## src/rtl/d_capture_bank.sv

```systemverilog
// -----------------------------------------------------------------------------
// d_capture_bank
//   WIDTH-bit storage element that replaces a single-bit gated D latch. All
//   logic runs on Clk. The asynchronous Gate and D switches are synchronised
//   first. Mode picks one of two behaviours:
//     Mode 0 : Q tracks D while the synchronised gate is high. The value held
//              when the gate closes is pushed into the history.
//     Mode 1 : Q captures D on a synchronised gate rising edge, and that value
//              is pushed into the history in the same cycle.
//   The history is a DEPTH-entry shift buffer. Entry 0 is the newest. Entries
//   are read combinationally through Sel.
//
// Ports
//   Clk     in   1                 system clock, all state on rising edge
//   Resetn  in   1                 asynchronous active-low reset
//   Gate    in   1                 asynchronous gate switch
//   D       in   WIDTH             asynchronous data switches
//   Mode    in   1                 0 = transparent latch, 1 = edge-triggered
//   Clr     in   1                 synchronous clear of history and Count
//   Sel     in   $clog2(DEPTH)     history read index, 0 = newest
//   Q       out  WIDTH             currently stored value
//   Hist    out  WIDTH             history entry Sel, or 0 if Sel >= Count
//   Count   out  $clog2(DEPTH+1)   valid history entries, saturates at DEPTH
//   Cap     out  1                 one-cycle pulse in the cycle a push is visible
// -----------------------------------------------------------------------------
module d_capture_bank #(
  parameter  int WIDTH       = 8,
  parameter  int DEPTH       = 4,
  parameter  int SYNC_STAGES = 2,
  localparam int SEL_W       = $clog2(DEPTH),
  localparam int CNT_W       = $clog2(DEPTH + 1)
) (
  input  logic             Clk,
  input  logic             Resetn,
  input  logic             Gate,
  input  logic [WIDTH-1:0] D,
  input  logic             Mode,
  input  logic             Clr,
  input  logic [SEL_W-1:0] Sel,
  output logic [WIDTH-1:0] Q,
  output logic [WIDTH-1:0] Hist,
  output logic [CNT_W-1:0] Count,
  output logic             Cap
);

  // Synchroniser chains. Stage 0 samples the pin, and the last stage is used.
  // Gate and D share the same depth, so gate_s and d_s stay aligned.
  logic [SYNC_STAGES-1:0]            gate_sync_q;
  logic [SYNC_STAGES-1:0][WIDTH-1:0] d_sync_q;
  logic                              gate_s;
  logic [WIDTH-1:0]                  d_s;
  logic                              gate_prev_q;

  logic [WIDTH-1:0] q_q, q_d;
  logic [WIDTH-1:0] hist_q [DEPTH];
  logic [WIDTH-1:0] hist_d [DEPTH];
  logic [CNT_W-1:0] count_q, count_d;
  logic             cap_q, cap_d;

  logic             rise, fall;
  logic             push;
  logic [WIDTH-1:0] push_val;

  assign gate_s = gate_sync_q[SYNC_STAGES-1];
  assign d_s    = d_sync_q[SYNC_STAGES-1];
  assign rise   = gate_s & ~gate_prev_q;
  assign fall   = ~gate_s & gate_prev_q;

  // NOTE: sequential state uses non-blocking assignments, so every flop
  // samples its pre-edge inputs and the chain shifts one stage per clock.
  always_ff @(posedge Clk or negedge Resetn) begin
    if (!Resetn) begin
      gate_sync_q <= '0;
      d_sync_q    <= '0;
      gate_prev_q <= 1'b0;
    end else begin
      gate_sync_q <= {gate_sync_q[SYNC_STAGES-2:0], Gate};
      d_sync_q    <= {d_sync_q[SYNC_STAGES-2:0], D};
      gate_prev_q <= gate_s;
    end
  end

  // Capture and push decision. Mode is used directly, so changing Mode never
  // creates an edge of its own.
  // NOTE: every signal gets a default first, so no path can infer a latch.
  always_comb begin
    q_d      = q_q;
    push     = 1'b0;
    push_val = q_q;
    if (!Mode) begin
      // The falling edge implies gate_s == 0, so Q is not reloaded in that
      // cycle. The pushed value is the one held at closing.
      if (gate_s) q_d = d_s;
      if (fall) begin
        push     = 1'b1;
        push_val = q_q;
      end
    end else if (rise) begin
      q_d      = d_s;
      push     = 1'b1;
      push_val = d_s;
    end
  end

  // History shift and count. Clr overrides a push in the same cycle.
  always_comb begin
    hist_d  = hist_q;
    count_d = count_q;
    cap_d   = 1'b0;
    if (Clr) begin
      for (int i = 0; i < DEPTH; i++) hist_d[i] = '0;
      count_d = '0;
    end else if (push) begin
      for (int i = DEPTH - 1; i > 0; i--) hist_d[i] = hist_q[i-1];
      hist_d[0] = push_val;
      count_d   = (count_q == CNT_W'(DEPTH)) ? count_q : count_q + CNT_W'(1);
      cap_d     = 1'b1;
    end
  end

  // NOTE: the history array is reset explicitly. Reset must clear every
  // entry immediately, so it is built from resettable flops, not a RAM.
  always_ff @(posedge Clk or negedge Resetn) begin
    if (!Resetn) begin
      q_q     <= '0;
      count_q <= '0;
      cap_q   <= 1'b0;
      for (int i = 0; i < DEPTH; i++) hist_q[i] <= '0;
    end else begin
      q_q     <= q_d;
      count_q <= count_d;
      cap_q   <= cap_d;
      for (int i = 0; i < DEPTH; i++) hist_q[i] <= hist_d[i];
    end
  end

  // Read port. Entries at or beyond Count read as zero. This also covers
  // Sel >= DEPTH when DEPTH is not a power of two.
  always_comb begin
    Hist = '0;
    for (int i = 0; i < DEPTH; i++) begin
      if (int'(Sel) == i && i < int'(count_q)) Hist = hist_q[i];
    end
  end

  assign Q     = q_q;
  assign Count = count_q;
  assign Cap   = cap_q;

endmodule

```

## config.mk

```make
export PLATFORM = sky130hd
export DESIGN_NAME = d_capture_bank
export DESIGN_NICKNAME = d
export VERILOG_FILES = /design/src/rtl/d_capture_bank.sv
export SDC_FILE = /design/constraint.sdc
export NUM_CORES = 1
export LEC_CHECK = 0
export ABC_AREA = 0
export CORE_MARGIN = 1.5
export CORE_UTILIZATION = 60
export DETAILED_ROUTE_END_ITERATION = 12
export DONT_BUFFER_PORTS = 1
export GPL_TIMING_DRIVEN = 1
export PLACE_DENSITY = 0.76
export SYNTH_ARGS = -nofsm -noshare
export SYNTH_HDL_FRONTEND = slang
export SYNTH_SLANG_ARGS = --single-unit
```

## constraint.sdc

```tcl
create_clock -name Clk -period 3.73 [get_ports Clk]
set_clock_uncertainty 0.05 [all_clocks]
set_input_delay 0.746 -clock Clk [delete_from_list [all_inputs] [get_ports Clk]]
set_output_delay 0.746 -clock Clk [all_outputs]
set_load 0.05 [all_outputs]
```

==> flow_metrics.tcl, run 1 <==
set metrics [dict create \
    status "finished, final reports clean" \
    ys_seq_area_share_pct 55.8 \
    drive_gt1_share_pct 15.0 \
    yosysMostFrequentCell "nand2_1" \
    rsz0062_at_grt "no" \
    crit_chain "inv_1 > nor3_4 > o21a_1 > a22oi_1 > buf_4" \
    arrival_ns 2.35 \
    synth-seq-cells 63 \
    max_stage_delay_ns 0.67 \
    finalHoldViolCount 0 \
    switching_share_pct 26.5 \
    yosysUniqueCellTypes 33 \
    ant_nets 0 \
    via_count 1978 \
    pwr-share-seq_pct 58.8 \
    maxSlewViolCount 0 \
    vdd_drop_max_v 0.000427 \
    rr_worst_depth 5 \
    io_buffers 0 \
    r2r-end "Count[2]$_DFFE_PN0P_" \
    avgSynthCellArea_um2 10.2 \
    cts_root_buf "clkbuf_8" \
    ys_warn_count 0 \
    p_comb_share_pct 5.6 \
    std_cell_rows 24 \
    clockBufferDepth 2 \
    cts_setup_buffers 0 \
    worst_path_max_delay_cell "dfrtp_1" \
    numCtsBuffers 9 \
    grt_pass1_vias 1889 \
    drtIter0Drc 141 \
    crit_path_end_kind "output port" \
    hold_path_class "in -> async" \
    switching_power_w 0.000354 \
    worst_skew_pair.late_latency_ns 0.33 \
    drc 0 \
    clockPowerShare_pct 35.6 \
    path_class "reg -> out" \
    grt_antenna_before_repair 0 \
    period_minus_slack_ns 3.14 \
    cts-htree-levels 3 \
    max_freq_mhz 318 \
    cts_tree "built" \
    die_area_um2 5130 \
    dieWidth_um 71.7 \
    min_period_over_period_pct 84.3 \
    syn_nets 295 \
    synth_top_area_cell "dfrtp_1" \
    drt-pass1-iter-count 6 \
    track_usage_pct 22.0 \
    synth_edf_count 0 \
    r2r_start "gate_prev_q$_DFF_PN0_" \
    synth_cells 278 \
    crit_family "flip-flops" \
    start_kind "flip-flop" \
    setup-tns-final_ns 0 \
    tightest_slew_ns 0.554 \
    setup_violations 0 \
    worstPathMaxFanout 8 \
    required_ns 2.93 \
    slew_headroom_pct 63.1 \
    boundaryPins 35 \
    gr-total-overflow 0 \
    synth_common_cells "nand2_1 (68), dfrtp_1 (63), a21oi_1 (34)" \
    wl_per_cell_um 15.0 \
    syn_area_um2 2830 \
    syn2layout_area_growth_pct 6.64 \
    worst-path-buf-inv 2 \
    start_util_pct 63.6 \
    dp_hpwl_mm 3.23 \
    max_cap_violations 0 \
    path_clk_slew_ns 0.06 \
    p_per_area_nw_per_um2 442 \
    grt_max_degree 64 \
    die_h_um 71.7 \
    drt_wl_total_mm 5.09 \
    r2r_slack_ns 1.80 \
    num_antenna_cells 0 \
    viasPerCell 5.83 \
    p_leak_nw 1.25 \
    gp_congestion 0.781 \
    core_area_um2 4440 \
    fin_nets 299 \
    hold_buffers 0 \
    synth-async-reset-ratio_pct 100 \
    post_cts_resize_count 0 \
    grt_pass1_wl_mm 8.72 \
    ys_top_cells_by_area "dfrtp_1 (56%), nand2_1 (9.0%), a22oi_1 (6.4%), a21oi_1 (6.0%), mux2_2 (3.2%)" \
    p_int_w 0.000980 \
    total_power_w 0.00133 \
    ys.flop_type "dfrtp_1" \
    synth_top_cell_area_share_pct 55.8 \
    clkSinkCount 63 \
]
==> per-stage QoR <==
stage / hold slack (ns) / instances / cell area (um2) / setup slack, ns / util (%)
after floorplan: 0.281 / 278 / 2830 / 0.702 / -
after global placement: 0.282 / 323 / 2860 / 0.944 / 64.3
after detailed placement: 0.286 / 323 / 2860 / 0.924 / 64.3
after CTS: 0.0450 / 339 / 3020 / 0.556 / 67.8
after global routing: 0.0411 / 339 / 3020 / 0.412 / 67.8
final: 0.0610 / 339 / 3020 / 0.586 / 67.8
==> power by group through the flow <==
stage               Sequential, W  Combinational, W  Clock (W)
CTS                      0.000785         0.0000753   0.000489
finish                   0.000785         0.0000748   0.000474
floorplan                0.000792         0.0000797          0
global placement         0.000797         0.0000733          0
detailed placement       0.000798         0.0000753          0
global route             0.000789         0.0000828   0.000513
==> kinds of logic (layout without fill, tap and decap cells) <==
logic type      Yosys count  after routing  share of synthesized area (%)
mux                       8              8                           3.19
buf+inv                  28             37                           5.57
simple gates             89             89                           14.7
xor+xnor                  1              1                          0.310
compound gates           87             87                           19.6
flops                    63             63                           55.8
fa+ha+maj                 2              2                          0.885
==> final cells by class <==
| type | instances | area [um2] |
|---|---|---|
| clock buffers | 11 | 131 |
| flip-flops and latches | 63 | 1580 |
| multi-input cells | 187 | 1090 |
| well taps | 52 | 65.1 |
| inverters | 9 | 33.8 |
| fillers | 340 | 1430 |
| clock inverters | 5 | 25.0 |
| repair buffers | 12 | 90.1 |
==> per-layer routing <==
| layer | GRT usage (%) | up-vias | wire [um] |
|---|---|---|---|
| li1 | - | 960 | - |
| met1 | 31.0 | 962 | 2410 |
| met2 | 32.9 | 50 | 2330 |
| met3 | 6.05 | 6 | 280 |
| met4 | 8.81 | 0 | 74 |
| met5 | 0 | - | 0 |
==> layout by cell type (no fill, tap or decap), types with 5 or more instances in the layout <==
cell type,instances
clkinv_2,5
mux2_2,8
dfrtp_1,63
inv_1,9
clkbuf_8,9
nand2_1,68
nand3_1,9
o21ai_0,16
a21oi_1,34
a22oi_1,24
a21boi_0,7
buf_4,12
==> worst max path at each step <==
stage                         startpoint  endpoint  slack, ns  cells past startpoint
detailed placement  Count[0]$_DFFE_PN0P_   Hist[6]       0.92                      5
CTS                 Count[0]$_DFFE_PN0P_   Hist[6]       0.56                      5
floorplan           Count[0]$_DFFE_PN0P_   Hist[0]       0.70                      4
global placement    Count[0]$_DFFE_PN0P_   Hist[7]       0.94                      5
finish              Count[0]$_DFFE_PN0P_   Hist[6]       0.59                      5
global route        Count[0]$_DFFE_PN0P_   Hist[6]       0.41                      5
==> state kept, by name, indices dropped and copies added (netlist names) <==
signal	flops
d_s	8
hist_q	32
gate_sync_q	2
d_sync_q	8
Count	3
Cap	1
Q	8
gate_prev_q	1
No activity file was read; power rests on OpenSTA's default activity.
==> run 2, diff against run 1 <==
clock period = 3 ns   (was 3.73 ns; I/O delays follow)
==> flow_metrics.tcl, run 2 (same netlist as run 1, synthesis figures left out) <==
set metrics [dict create \
    start_util_pct 63.6 \
    gp_congestion 0.820 \
    die_h_um 71.7 \
    syn2layout_area_growth_pct 9.87 \
    maxSlewViolCount 0 \
    grt_pass1_vias 1878 \
    drive_gt1_share_pct 16.4 \
    path_clk_slew_ns 0.07 \
    switching_power_w 0.000450 \
    numCtsBuffers 9 \
    max_cap_violations 0 \
    wl_per_cell_um 14.7 \
    clkSinkCount 63 \
    start_kind "flip-flop" \
    track_usage_pct 22.7 \
    boundaryPins 35 \
    worst_skew_pair.late_latency_ns 0.32 \
    slew_headroom_pct 66.4 \
    rr_worst_depth 6 \
    drc 1 \
    fillers 327 \
    drtIter0Drc 208 \
    p_int_w 0.00134 \
    cts_root_buf "clkbuf_8" \
    violations "DRC" \
    core_area_um2 4440 \
    largest_register "hist_q" \
    dpl_cell_area_um2 2890 \
    min_period_over_period_pct 88.7 \
    required_ns 2.35 \
    std_cell_rows 24 \
    io_buffers 0 \
    dp_hpwl_mm 3.26 \
    die_area_um2 5130 \
    clockBufferDepth 2 \
    cts_tree "built" \
    design_area_um2 3110 \
    grt_antenna_before_repair 0 \
    grt_max_degree 64 \
    setup_violations 0 \
    dieWidth_um 71.7 \
    viasPerCell 5.75 \
    tightest_slew_ns 0.504 \
    grt_pass1_wl_mm 8.83 \
    cts-htree-levels 3 \
    switching_share_pct 25.2 \
    drt-pass1-iter-count 9 \
    post_cts_resize_count 0 \
    period_minus_slack_ns 2.66 \
    setup-tns-final_ns 0 \
    num_antenna_cells 0 \
    layout_commonest_cell "nand2_1" \
    max_freq_mhz 376 \
    status "finished with violations" \
    drt_wl_total_mm 5.07 \
    p_per_area_nw_per_um2 575 \
    finalHoldViolCount 0 \
    via_count 1977 \
    arrival_ns 2.01 \
    rsz0062_at_grt "no" \
    layout_common_cells "nand2_1 (68), dfrtp_1 (63), a21oi_1 (34)" \
    p_leak_nw 1.30 \
    fin_nets 304 \
    ant_nets 0 \
    clockPowerShare_pct 38.9 \
    hold_path_class "in -> async" \
    vdd_drop_max_v 0.000754 \
    gr-total-overflow 0 \
    path_class "reg -> out" \
    pwr-share-seq_pct 54.3 \
    largest_reg_flops 32 \
    worstPathMaxFanout 18 \
    p_comb_share_pct 6.8 \
    crit_path_end_kind "output port" \
]
[run 2: what timing repair did]
| action | CTS | global route |
|---|---|---|
| hold endpoints to repair | 63 | 0 |
| hold buffers | 1 | 0 |
| setup buffers | 0 | 0 |
[run 2: worst max-delay path, stage by stage, from the launching register on]
cell	delay [ns]
dfrtp_1	0.35
buf_4	0.21
nor2_2	0.09
a211oi_4	0.43
a22oi_1	0.16
a22oi_1	0.22
buf_4	0.23
[run 2: final timing paths]
check,slack [ns],startpoint,end
min in group Clk,0.25,D[5],d_sync_q[5]$_DFF_PN0_
max,0.34,Count[2]$_DFFE_PN0P_,Hist[2]
max in group asynchronous,2.56,Resetn,hist_q[26]$_DFFE_PN0P_
max reg2reg,1.35,gate_sync_q[1]$_DFF_PN0_,Count[2]$_DFFE_PN0P_
min reg2reg,0.30,d_sync_q[3]$_DFF_PN0_,d_s[3]$_DFF_PN0_
min,0.1,Resetn,Count[1]$_DFFE_PN0P_
[run 2: per-layer routing]
layer | part of all wire (%) | track usage [%] | up-vias | wire (um)
met5 | 0 | 0 | - | 0
met4 | 1.5 | 8.81 | 0 | 78
met3 | 6.3 | 6.47 | 6 | 319
met2 | 44 | 32.5 | 50 | 2220
met1 | 48 | 33.3 | 947 | 2450
li1 | - | - | 974 | -
[run 2: final cells by class]
cell class	count	area, um2	share of cell area (%)
flip-flops and latches	63	1580	50.7
well taps	52	65.1	2.09
repair buffers	17	148	4.75
inverters	9	33.8	1.09
clock inverters	4	45.0	1.45
multi-input cells	187	1090	35.2
clock buffers	12	145	4.67
[run 2: power groups by stage]
stage	clock, W	combinational (W)	sequential [W]
finish	0.000695	0.000122	0.000970
floorplan	0	0.0000991	0.000985
global route	0.000750	0.000139	0.000976
detailed placement	0	0.000104	0.000987
global placement	0	0.000101	0.000986
CTS	0.000718	0.000124	0.000971
[run 2: stage by stage]
stage               setup slack [ns]  std cells  total power, W  util, %  hold WS, ns
finish                         0.339        344         0.00179     69.9       0.0967
global route                   0.197        344         0.00186     69.9        0.102
CTS                            0.320        344         0.00181     69.9       0.0886
detailed placement             0.688        327         0.00109     65.0        0.255
global placement               0.757        327         0.00109     65.0        0.256
floorplan                      0.118        278         0.00108        -        0.254
==> run 3, diff against run 2 <==
CAP_MARGIN = 20   (was not set)
CTS_BUF_LIST = sky130_fd_sc_hd__clkbuf_4   (was not set)
==> flow_metrics.tcl, run 3 (same netlist as run 1, synthesis figures left out) <==
set metrics [dict create \
    crit_chain "buf_4 > nor2_2 > a211oi_4 > a22oi_1 > a22oi_1 > buf_4" \
    dp_hpwl_mm 3.26 \
    switching_power_w 0.000436 \
    grt_antenna_before_repair 0 \
    finalHoldViolCount 0 \
    final_cells 344 \
    fillers 343 \
    p_leak_nw 1.28 \
    slew_headroom_pct 66.4 \
    setup-tns-final_ns 0 \
    drt_wl_total_mm 5.14 \
    post_cts_resize_count 0 \
    grt_pass1_wl_mm 9.10 \
    std_cell_rows 24 \
    grt_pass1_vias 1986 \
    worstPathMaxFanout 18 \
    worst_path_max_delay_cell "a211oi_4" \
    place_inst 327 \
    drt-pass1-iter-count 8 \
    rr_worst_depth 6 \
    layout_common_cells "nand2_1 (68), dfrtp_1 (63), a21oi_1 (34)" \
    max_cap_violations 0 \
    required_ns 2.35 \
    wl_per_cell_um 14.9 \
    boundaryPins 35 \
    worst_skew_pair.late_latency_ns 0.38 \
    endpoint "Hist[2]" \
    rsz0062_at_grt "no" \
    cts-htree-levels 3 \
    path_class "reg -> out" \
    drive_gt1_share_pct 16.8 \
    status "finished with violations" \
    layout_commonest_cell "nand2_1" \
    gr-total-overflow 0 \
    violations "DRC" \
    largest_reg_flops 32 \
    die_area_um2 5130 \
    via_count 1972 \
    io_buffers 0 \
    max_freq_mhz 367 \
    hold_path_class "in -> async" \
    max_stage_delay_ns 0.42 \
    pwr-share-seq_pct 59.3 \
    p_int_w 0.00120 \
    drc 1 \
    cts_tree "built" \
    r2r_slack_ns 1.35 \
    r2r_start "gate_sync_q[1]$_DFF_PN0_" \
    path_clk_slew_ns 0.10 \
    num_antenna_cells 0 \
    largest_register "hist_q" \
    r2r-end "Count[2]$_DFFE_PN0P_" \
    switching_share_pct 26.7 \
    dieWidth_um 71.7 \
    startpoint "Count[2]$_DFFE_PN0P_" \
    fin_nets 304 \
    ant_nets 0 \
    setup_violations 0 \
    drtIter0Drc 181 \
    vdd_drop_max_v 0.000480 \
    start_kind "flip-flop" \
    period_minus_slack_ns 2.73 \
    min_period_over_period_pct 90.9 \
    crit_path_end_kind "output port" \
    gp_congestion 0.820 \
    track_usage_pct 23.1 \
    clockPowerShare_pct 33.3 \
    clkSinkCount 63 \
    numCtsBuffers 9 \
    maxSlewViolCount 0 \
    core_area_um2 4440 \
    tightest_slew_ns 0.504 \
    p_comb_share_pct 7.5 \
    viasPerCell 5.73 \
    syn2layout_area_growth_pct 7.79 \
    cts_root_buf "clkbuf_4" \
    arrival_ns 2.08 \
    die_h_um 71.7 \
    grt_max_degree 64 \
    p_per_area_nw_per_um2 537 \
    start_util_pct 63.6 \
    clockBufferDepth 2 \
    cts_setup_buffers 0 \
]
run 3: worst min path at each step:
stage / start / end / slack [ns] / depth (start not counted)
after floorplan: Resetn / Cap$_DFF_PN0_ / 0.25 / 0
after global placement: Resetn / gate_sync_q[0]$_DFF_PN0_ / 0.26 / 0
after detailed placement: Resetn / Q[6]$_DFFE_PN0P_ / 0.26 / 0
after CTS: Resetn / hist_q[13]$_DFFE_PN0P_ / 0.02 / 1
after global routing: Resetn / hist_q[5]$_DFFE_PN0P_ / 0.03 / 1
final: Resetn / hist_q[15]$_DFFE_PN0P_ / 0.03 / 1
run 3: per-stage QoR:
step | total power [W] | cell area, um2 | setup WS (ns) | utilization, % | hold WS [ns]
after floorplan | 0.00108 | 2830 | 0.118 | - | 0.254
after global placement | 0.00109 | 2890 | 0.757 | 65.0 | 0.256
after detailed placement | 0.00109 | 2890 | 0.688 | 65.0 | 0.255
after CTS | 0.00165 | 3050 | 0.258 | 68.6 | 0.0235
after global routing | 0.00171 | 3050 | 0.125 | 68.6 | 0.0286
final | 0.00164 | 3050 | 0.273 | 68.6 | 0.0307
run 3: final cells by class:
cell class	instances	area, um2	share of cell area (%)
clock buffers	11	82.6	2.71
clock inverters	5	48.8	1.60
well taps	52	65.1	2.13
inverters	9	33.8	1.11
repair buffers	17	148	4.84
multi-input cells	187	1090	35.9
flip-flops and latches	63	1580	51.7
run 3: repair_timing:
item | CTS | global route
hold buffers | 1 | 0
hold endpoints to repair | 63 | 0
endpoints found under the setup margin | 0 | 0
run 3: power groups by stage:
stage | clock (W) | sequential (W) | combinational, W
floorplan | 0 | 0.000985 | 0.0000991
global placement | 0 | 0.000986 | 0.000101
detailed placement | 0 | 0.000987 | 0.000104
CTS | 0.000559 | 0.000970 | 0.000124
global route | 0.000599 | 0.000976 | 0.000139
finish | 0.000544 | 0.000969 | 0.000122
run 3: worst max-delay path, delay by kind of cell (launching register included):
kind,cells,cell delay (ns)
AOI/OAI and AO/OA,3,0.79
buffers and inverters,2,0.45
DFF,1,0.36
and+or+nand+nor,1,0.09
run 3: layer usage:
layer / vias to the layer above / wire length (um) / GRT usage, %
met2: 48 / 2320 / 36.1
met1: 942 / 2500 / 31.5
li1: 975 / - / -
met3: 7 / 243 / 4.36
met5: - / 0 / 0
met4: 0 / 78 / 11.3
